===== src/rtl/instr_fetch_unit.sv =====
// ---------------------------------------------------------------------------
// instr_fetch_unit
//
// Fetch stage of the RV32I core, sitting directly upstream of the control
// unit. It owns the program counter, runs a request/ready handshake with
// instruction memory, captures each returned word in an instruction register
// and presents the decoded register/function fields to decode.
//
// Ports
//   clk, rst           : single clock, synchronous active-high reset
//   imem_req           : fetch request valid
//   imem_addr          : fetch address (equal to the PC)
//   imem_ready         : memory accepts the request and returns data this cycle
//   imem_rdata         : instruction word, valid on imem_req && imem_ready
//   stall              : downstream cannot take the current instruction
//   redirect_valid     : taken branch/jump from execute
//   redirect_pc        : branch/jump target
//   if_valid           : instruction register holds a live instruction
//   if_instr / if_pc   : instruction register and its PC
//   if_pc_plus4        : if_pc + 4, used as the JAL/JALR link value
//   opcode, funct3, funct7, rd, rs1, rs2 : combinational slices of if_instr
//   if_fault           : sticky misaligned-target fault
//
// Configuration macro
//   IFU_MISALIGN_FAULT_EN : when defined, a redirect whose target has
//   nonzero low bits halts fetch in a FAULT state until an aligned redirect
//   or reset. When undefined, the low two target bits are forced to zero,
//   if_fault is tied low and no FSM is built.
// ---------------------------------------------------------------------------
module instr_fetch_unit #(
  parameter logic [31:0] RESET_PC  = 32'h0000_0000,
  parameter logic [31:0] NOP_INSTR = 32'h0000_0013
) (
  input  logic        clk,
  input  logic        rst,
  output logic        imem_req,
  output logic [31:0] imem_addr,
  input  logic        imem_ready,
  input  logic [31:0] imem_rdata,
  input  logic        stall,
  input  logic        redirect_valid,
  input  logic [31:0] redirect_pc,
  output logic        if_valid,
  output logic [31:0] if_instr,
  output logic [31:0] if_pc,
  output logic [31:0] if_pc_plus4,
  output logic [6:0]  opcode,
  output logic [2:0]  funct3,
  output logic [6:0]  funct7,
  output logic [4:0]  rd,
  output logic [4:0]  rs1,
  output logic [4:0]  rs2,
  output logic        if_fault
);

  logic [31:0] pc_q, pc_d;
  logic [31:0] instr_q, instr_d;
  logic [31:0] instrPc_q, instrPc_d;
  logic        valid_q, valid_d;
  logic [31:0] redirTarget;
  logic        fetchEnable;
  logic        accept;

`ifdef IFU_MISALIGN_FAULT_EN
  typedef enum logic [0:0] {
    RUN   = 1'b0,
    FAULT = 1'b1
  } state_e;

  state_e state_q, state_d;
  logic   misaligned;

  // Misaligned targets are kept as-is so the faulting address stays visible
  // in the PC while the unit is halted.
  assign redirTarget = redirect_pc;
  assign misaligned  = |redirect_pc[1:0];
  assign fetchEnable = (state_q == RUN);
  assign if_fault    = (state_q == FAULT);
`else
  logic unusedRedirectLsbs;

  // Without fault support the target is simply forced onto a word boundary.
  assign redirTarget        = {redirect_pc[31:2], 2'b00};
  assign unusedRedirectLsbs = ^redirect_pc[1:0];
  assign fetchEnable        = 1'b1;
  assign if_fault           = 1'b0;
`endif

  // A request is held back while a live instruction is stalled, so the
  // register is never overwritten. Releasing stall re-enables the request
  // in the same cycle. Reset suppresses the request outright.
  assign imem_req  = !rst && fetchEnable && !(valid_q && stall);
  assign imem_addr = pc_q;
  assign accept    = imem_req && imem_ready;

  // Next-state logic. Redirect wins over accept (the returned word belongs
  // to the wrong path) and over stall; otherwise an accept refills the
  // instruction register, and an unstalled live instruction is consumed.
  always_comb begin
    pc_d      = pc_q;
    instr_d   = instr_q;
    instrPc_d = instrPc_q;
    valid_d   = valid_q;
`ifdef IFU_MISALIGN_FAULT_EN
    state_d   = state_q;
`endif
    if (redirect_valid) begin
      pc_d    = redirTarget;
      valid_d = 1'b0;
      instr_d = NOP_INSTR;
`ifdef IFU_MISALIGN_FAULT_EN
      state_d = misaligned ? FAULT : RUN;
`endif
    end else if (accept) begin
      instr_d   = imem_rdata;
      instrPc_d = pc_q;
      valid_d   = 1'b1;
      pc_d      = pc_q + 32'd4;
    end else if (valid_q && !stall) begin
      valid_d = 1'b0;
    end
  end

  // State registers with synchronous reset.
  always_ff @(posedge clk) begin
    if (rst) begin
      pc_q      <= RESET_PC;
      instr_q   <= NOP_INSTR;
      instrPc_q <= RESET_PC;
      valid_q   <= 1'b0;
`ifdef IFU_MISALIGN_FAULT_EN
      state_q   <= RUN;
`endif
    end else begin
      pc_q      <= pc_d;
      instr_q   <= instr_d;
      instrPc_q <= instrPc_d;
      valid_q   <= valid_d;
`ifdef IFU_MISALIGN_FAULT_EN
      state_q   <= state_d;
`endif
    end
  end

  // Outputs to decode: register contents and fixed RV32I field slices.
  assign if_valid    = valid_q;
  assign if_instr    = instr_q;
  assign if_pc       = instrPc_q;
  assign if_pc_plus4 = instrPc_q + 32'd4;
  assign opcode      = instr_q[6:0];
  assign rd          = instr_q[11:7];
  assign funct3      = instr_q[14:12];
  assign rs1         = instr_q[19:15];
  assign rs2         = instr_q[24:20];
  assign funct7      = instr_q[31:25];

endmodule


===== config.mk =====
export PLATFORM = sky130hd
export DESIGN_NAME = instr_fetch_unit
export DESIGN_NICKNAME = d
export VERILOG_FILES = /design/src/rtl/instr_fetch_unit.sv
export SDC_FILE = /design/constraint.sdc
export NUM_CORES = 1
export LEC_CHECK = 0
export ABC_AREA = 1
export BUFFER_PORTS_ARGS = -buffer_cell sky130_fd_sc_hd__buf_4
export CAP_MARGIN = 5
export CORE_MARGIN = 1
export CORE_UTILIZATION = 40
export DETAILED_ROUTE_END_ITERATION = 10
export HOLD_SLACK_MARGIN = 0.06
export PLACE_DENSITY = 0.81
export SYNTH_ARGS = -nofsm -noshare
export SYNTH_HDL_FRONTEND = slang
export SYNTH_SLANG_ARGS = --single-unit

===== constraint.sdc =====
create_clock -name clk -period 2.2 [get_ports clk]
set_clock_uncertainty 0.2 [all_clocks]
set_input_delay 0 -clock clk [delete_from_list [all_inputs] [get_ports clk]]
set_output_delay 0 -clock clk [all_outputs]
set_load 0.02 [all_outputs]

## Yosys cells after proc, flatten, opt, wreduce, memory -nomap -nowiden

Cells that the tools add are included.

- Bits in registers: 97
- Bits of input ports: 69
- Output and inout port bits: 163

- Add/sub/neg operators: 2
- Muxes and demuxes: 4
- Bitwise logic cells: 1
- Reduce and logical (&&, ||, !) cells: 11

Operator list:

| cell | number |
|---|---|
| 32-bit by 3-bit adder with 32-bit output, second input constant | 2 |
| 32-bit 2-to-1 mux | 2 |
| 1-bit logical AND | 4 |
| 2-bit nonzero test | 2 |
| 1-bit logical NOT | 3 |
| 1-bit 2-to-1 mux | 2 |
| 2-bit AND reduction | 1 |
| 2-bit OR reduction | 1 |
| 1-bit NOT | 1 |

## Longest topological paths before layout

- Depth after elaboration: 6
- Mapped depth: 12

## Worst setup path after synthesis

OpenSTA, ideal clock, no wires.

- Path kind: flip-flop to output port
- Start: register instrPc_q[3], in the netlist if_pc[3]
- End: output if_pc_plus4[22]
- Arrival: 1.703 ns
- Setup slack: 0.297 ns
- Cell stages (with the launch flop): 9
- Cells stage by stage: dfxtp_1 > ha_1 > nand2_1 > inv_1 > nand3_2 > nor2_2 > nand3_2 > nor2_4 > xor2_1

- Cells in the longest elaborated chain, start to end: 1

RTL lines:

| element | RTL line | text |
|---|---|---|
| start, declared | 58 | `logic [31:0] instrPc_q, instrPc_d;` |
| start signal, assigned | 137 | `instrPc_q <= instrPc_d;` |
| 32-bit by 3-bit adder with 32-bit output | 149 | `assign if_pc_plus4 = instrPc_q + 32'd4;` |
| end, declared | 46 | `output logic [31:0] if_pc_plus4,` |

No other way between the ends.

## Final worst setup path

- Start: register instrPc_q[2], in the netlist if_pc[2]
- End: output if_pc_plus4[23]

The elaborated chain is that of the path after synthesis.

==> impl_metrics.yaml <==
critical_path:
  required_ns: 2.00
  cp-end-kind: "primary output"
  crit_fanout: 5
  path_cells: "inv_1, nor3_4, nand2_1, nor3_1, xor2_1, buf_4"
  worstPathArrival_ns: 1.92
  cpPeakStageDelay_ns: 0.36
  crit_type: "reg -> out"
  worstSetupStartpointType: "flip-flop"
  slowest_stage: "dfxtp_4"
  path_delay_family: "simple AND/OR/NAND/NOR gates"
  crit_buf_inv: 2
floorplanning:
  die_h_um: 117.3
  coreArea_um2: 12770
  rows: 41
  io_pins: 232
  die-area_um2: 13750
  initial_utilization_pct: 41.61
  die_w_um: 117.3
placed_design:
  gp_congestion: 0.9270
  io_buffers: 222
  place_hpwl_mm: 12.19
yosys:
  synth.top_cell.area_share_pct: 35.03
  yosysTopAreaCell: "dfxtp_1"
  syn_avg_cell_area_um2: 6.736
  synthDistinctLibCells: 39
  ys_warn_count: 0
  synth_seq_area_share_pct: 35.03
  async_flop_share_pct: 0
  yosys-top-cells-count: "nand2_1 (217), dfxtp_1 (93), inv_1 (80), nor2_1 (79), a21oi_1 (58)"
  synth_cells: 789
  synth-seq-cells: 93
  synth_most_common_cell: "nand2_1"
  synth-main-ff-cell: "dfxtp_1"
  yosys-top-cells-area: "dfxtp_1 (35%), nand2_1 (15%), buf_4 (5.9%)"
  synth_edf_count: 0
  mappedNetlistArea_um2: 5315
timing:
  worst_slew_pin_slew_ns: 0.5585
  drv_slew: 0
  slew_headroom_pct: 62.48
  hold_viol: 0
  fmax_mhz: 472.4
  finalSetupViolCount: 0
  period_needed_ns: 2.117
  finalCritPeriodShare_pct: 96.21
min_path:
  hp-class: "in -> reg"
run_status:
  outcome: "finished, final reports clean"
final_layout:
  fillers: 1044
  multi_input_area_um2: 2771
  layout-area-overhead-vs-synth_pct: 52.82
  seq_area_um2: 1877
  fin_nets: 1130
  finish.utilization_pct: 63.59
  diodes: 0
  drive_gt1_share_pct: 27.85
detailed_routing:
  drtIter0Drc: 486
  drt.antenna.violating_nets: 0
  via_per_inst: 5.007
  route.vias.total: 6184
  drt_pre_antenna_iters: 8
  wl_mm: 18.05
  drc_errors: 0
  wire_per_inst_um: 14.61
clock_tree:
  clock_path_buffers: 2
  clkTransAtPathRegs_ns: 0.06
  worstSkewPairLatency_ns: 0.35
  cts_max_level: 3
  cts.sinks: 93
  cts_buffers: 9
  cts_tree: "yes"
  cts-root-buf: "clkbuf_16"
global_routing:
  grt_pass1_wl_mm: 27.44
  overflow: 0
  grt_max_degree: 38
  grt_util_all_layers_pct: 26.04
  antenna_found_initial: 0
  grt_pass1_vias: 5693
pwr:
  leakage_nw: 3.757
  finalPower_mw: 4.288
  power_density_nw_per_um2: 528.0
  vdd_ir_drop_max_mv: 0.4039
job:
  drv_cap: 0
## cell type report
type	count	share of cell area (%)
Inverter	85	3.974
Sequential cell	93	23.11
Multi-Input combinational cell	548	34.12
Clock buffer	11	2.988
Timing Repair Buffer	322	32.56
Tap cell	172	2.649
Clock inverter	4	0.6007
## kinds of logic after synthesis
logic type	Yosys count	synth area share (%)
AND/OR/NAND/NOR	396	33.57
buffers and inverters	154	14.41
flip-flops	93	35.03
adder cells (fa/ha/maj)	2	0.4707
AO/OA/AOI/OAI	113	11.51
other	1	0.07055
XOR/XNOR	30	4.944
## per-layer routing
layer	wire length (µm)	vias to the layer above	GRT usage, %
met3	1494	50	6.231
met1	7007	2801	30.34
li1	-	3015	-
met5	0	-	0
met4	602	0	12.74
met2	8944	318	44.75
## cells in the final DEF, fill, tap and decap left out, drive strengths merged
cell,instances
a211oi,11
a21oi,58
a31oi,7
and2,1
and3,3
buf,239
bufinv,1
clkbuf,11
clkinv,4
conb,7
dfxtp,93
dlygate4sd3,83
ha,2
inv,84
nand2,219
nand3,46
nand3b,7
nand4,11
nor2,89
nor3,18
o211ai,3
o21a,1
o21ai,33
or2,1
or3,1
xnor2,2
xor2,28
## sequential cells by signal, indices dropped and copies added, names as in the netlist
register and flops:
if_instr 32, if_pc 30, if_valid 1, imem_addr 30
## final timing paths
path	start	end	slack, ns	cells past startpoint
worst max-delay path	if_pc[2]$_SDFFE_PP0P_	if_pc_plus4[23]	0.08	6
worst min-delay path	redirect_valid	imem_addr[31]$_SDFFE_PP0P_	0.09	7
worst max register to register	if_valid$_SDFFE_PP0P_	imem_addr[5]$_SDFFE_PP0P_	0.10	6
worst min register to register	if_instr[27]$_SDFFE_PP0P_	if_instr[27]$_SDFFE_PP0P_	0.28	2
## timing repair
| item | CTS | global route |
|---|---|---|
| pin swaps | 2 | 3 |
| buffers inserted | 1 | 6 |
| endpoints found under the hold margin | 92 | 0 |
| hold buffers | 83 | 0 |
| resized for setup | 5 | 21 |
| endpoints found under the setup margin | 3 | 11 |
## power by group
| group | internal [mW] | leakage, nW | switching, mW |
|---|---|---|---|
| registers | 1.76 | 0.764 | 0.0996 |
| logic | 0.407 | 2.85 | 0.459 |
| clock network | 0.904 | 0.145 | 0.663 |
## stage by stage
| step | instance area, µm² | setup TNS [ns] | cells | setup WS, ns | hold slack [ns] |
|---|---|---|---|---|---|
| after floorplan | 5338 | 0 | 795 | 0.2968 | -0.08678 |
| after global placement | 6863 | 0 | 1130 | 0.3338 | 0.001007 |
| after detailed placement | 6863 | 0 | 1130 | 0.2639 | 0.006549 |
| after CTS | 8016 | 0 | 1229 | 0.005069 | 0.06669 |
| after global routing | 8123 | -0.005652 | 1235 | -0.004252 | 0.1369 |
| final | 8123 | 0 | 1235 | 0.08328 | 0.08954 |
## worst reg2reg max path, cell delays in order, from the launching register on
cell	delay [ns]
dfxtp_1	0.34
nand2_1	0.12
nand4_4	0.13
clkinv_2	0.30
nand3b_1	0.20
a31oi_1	0.09
dlygate4sd3_1	0.59
Power figures use the tool's default switching activity.
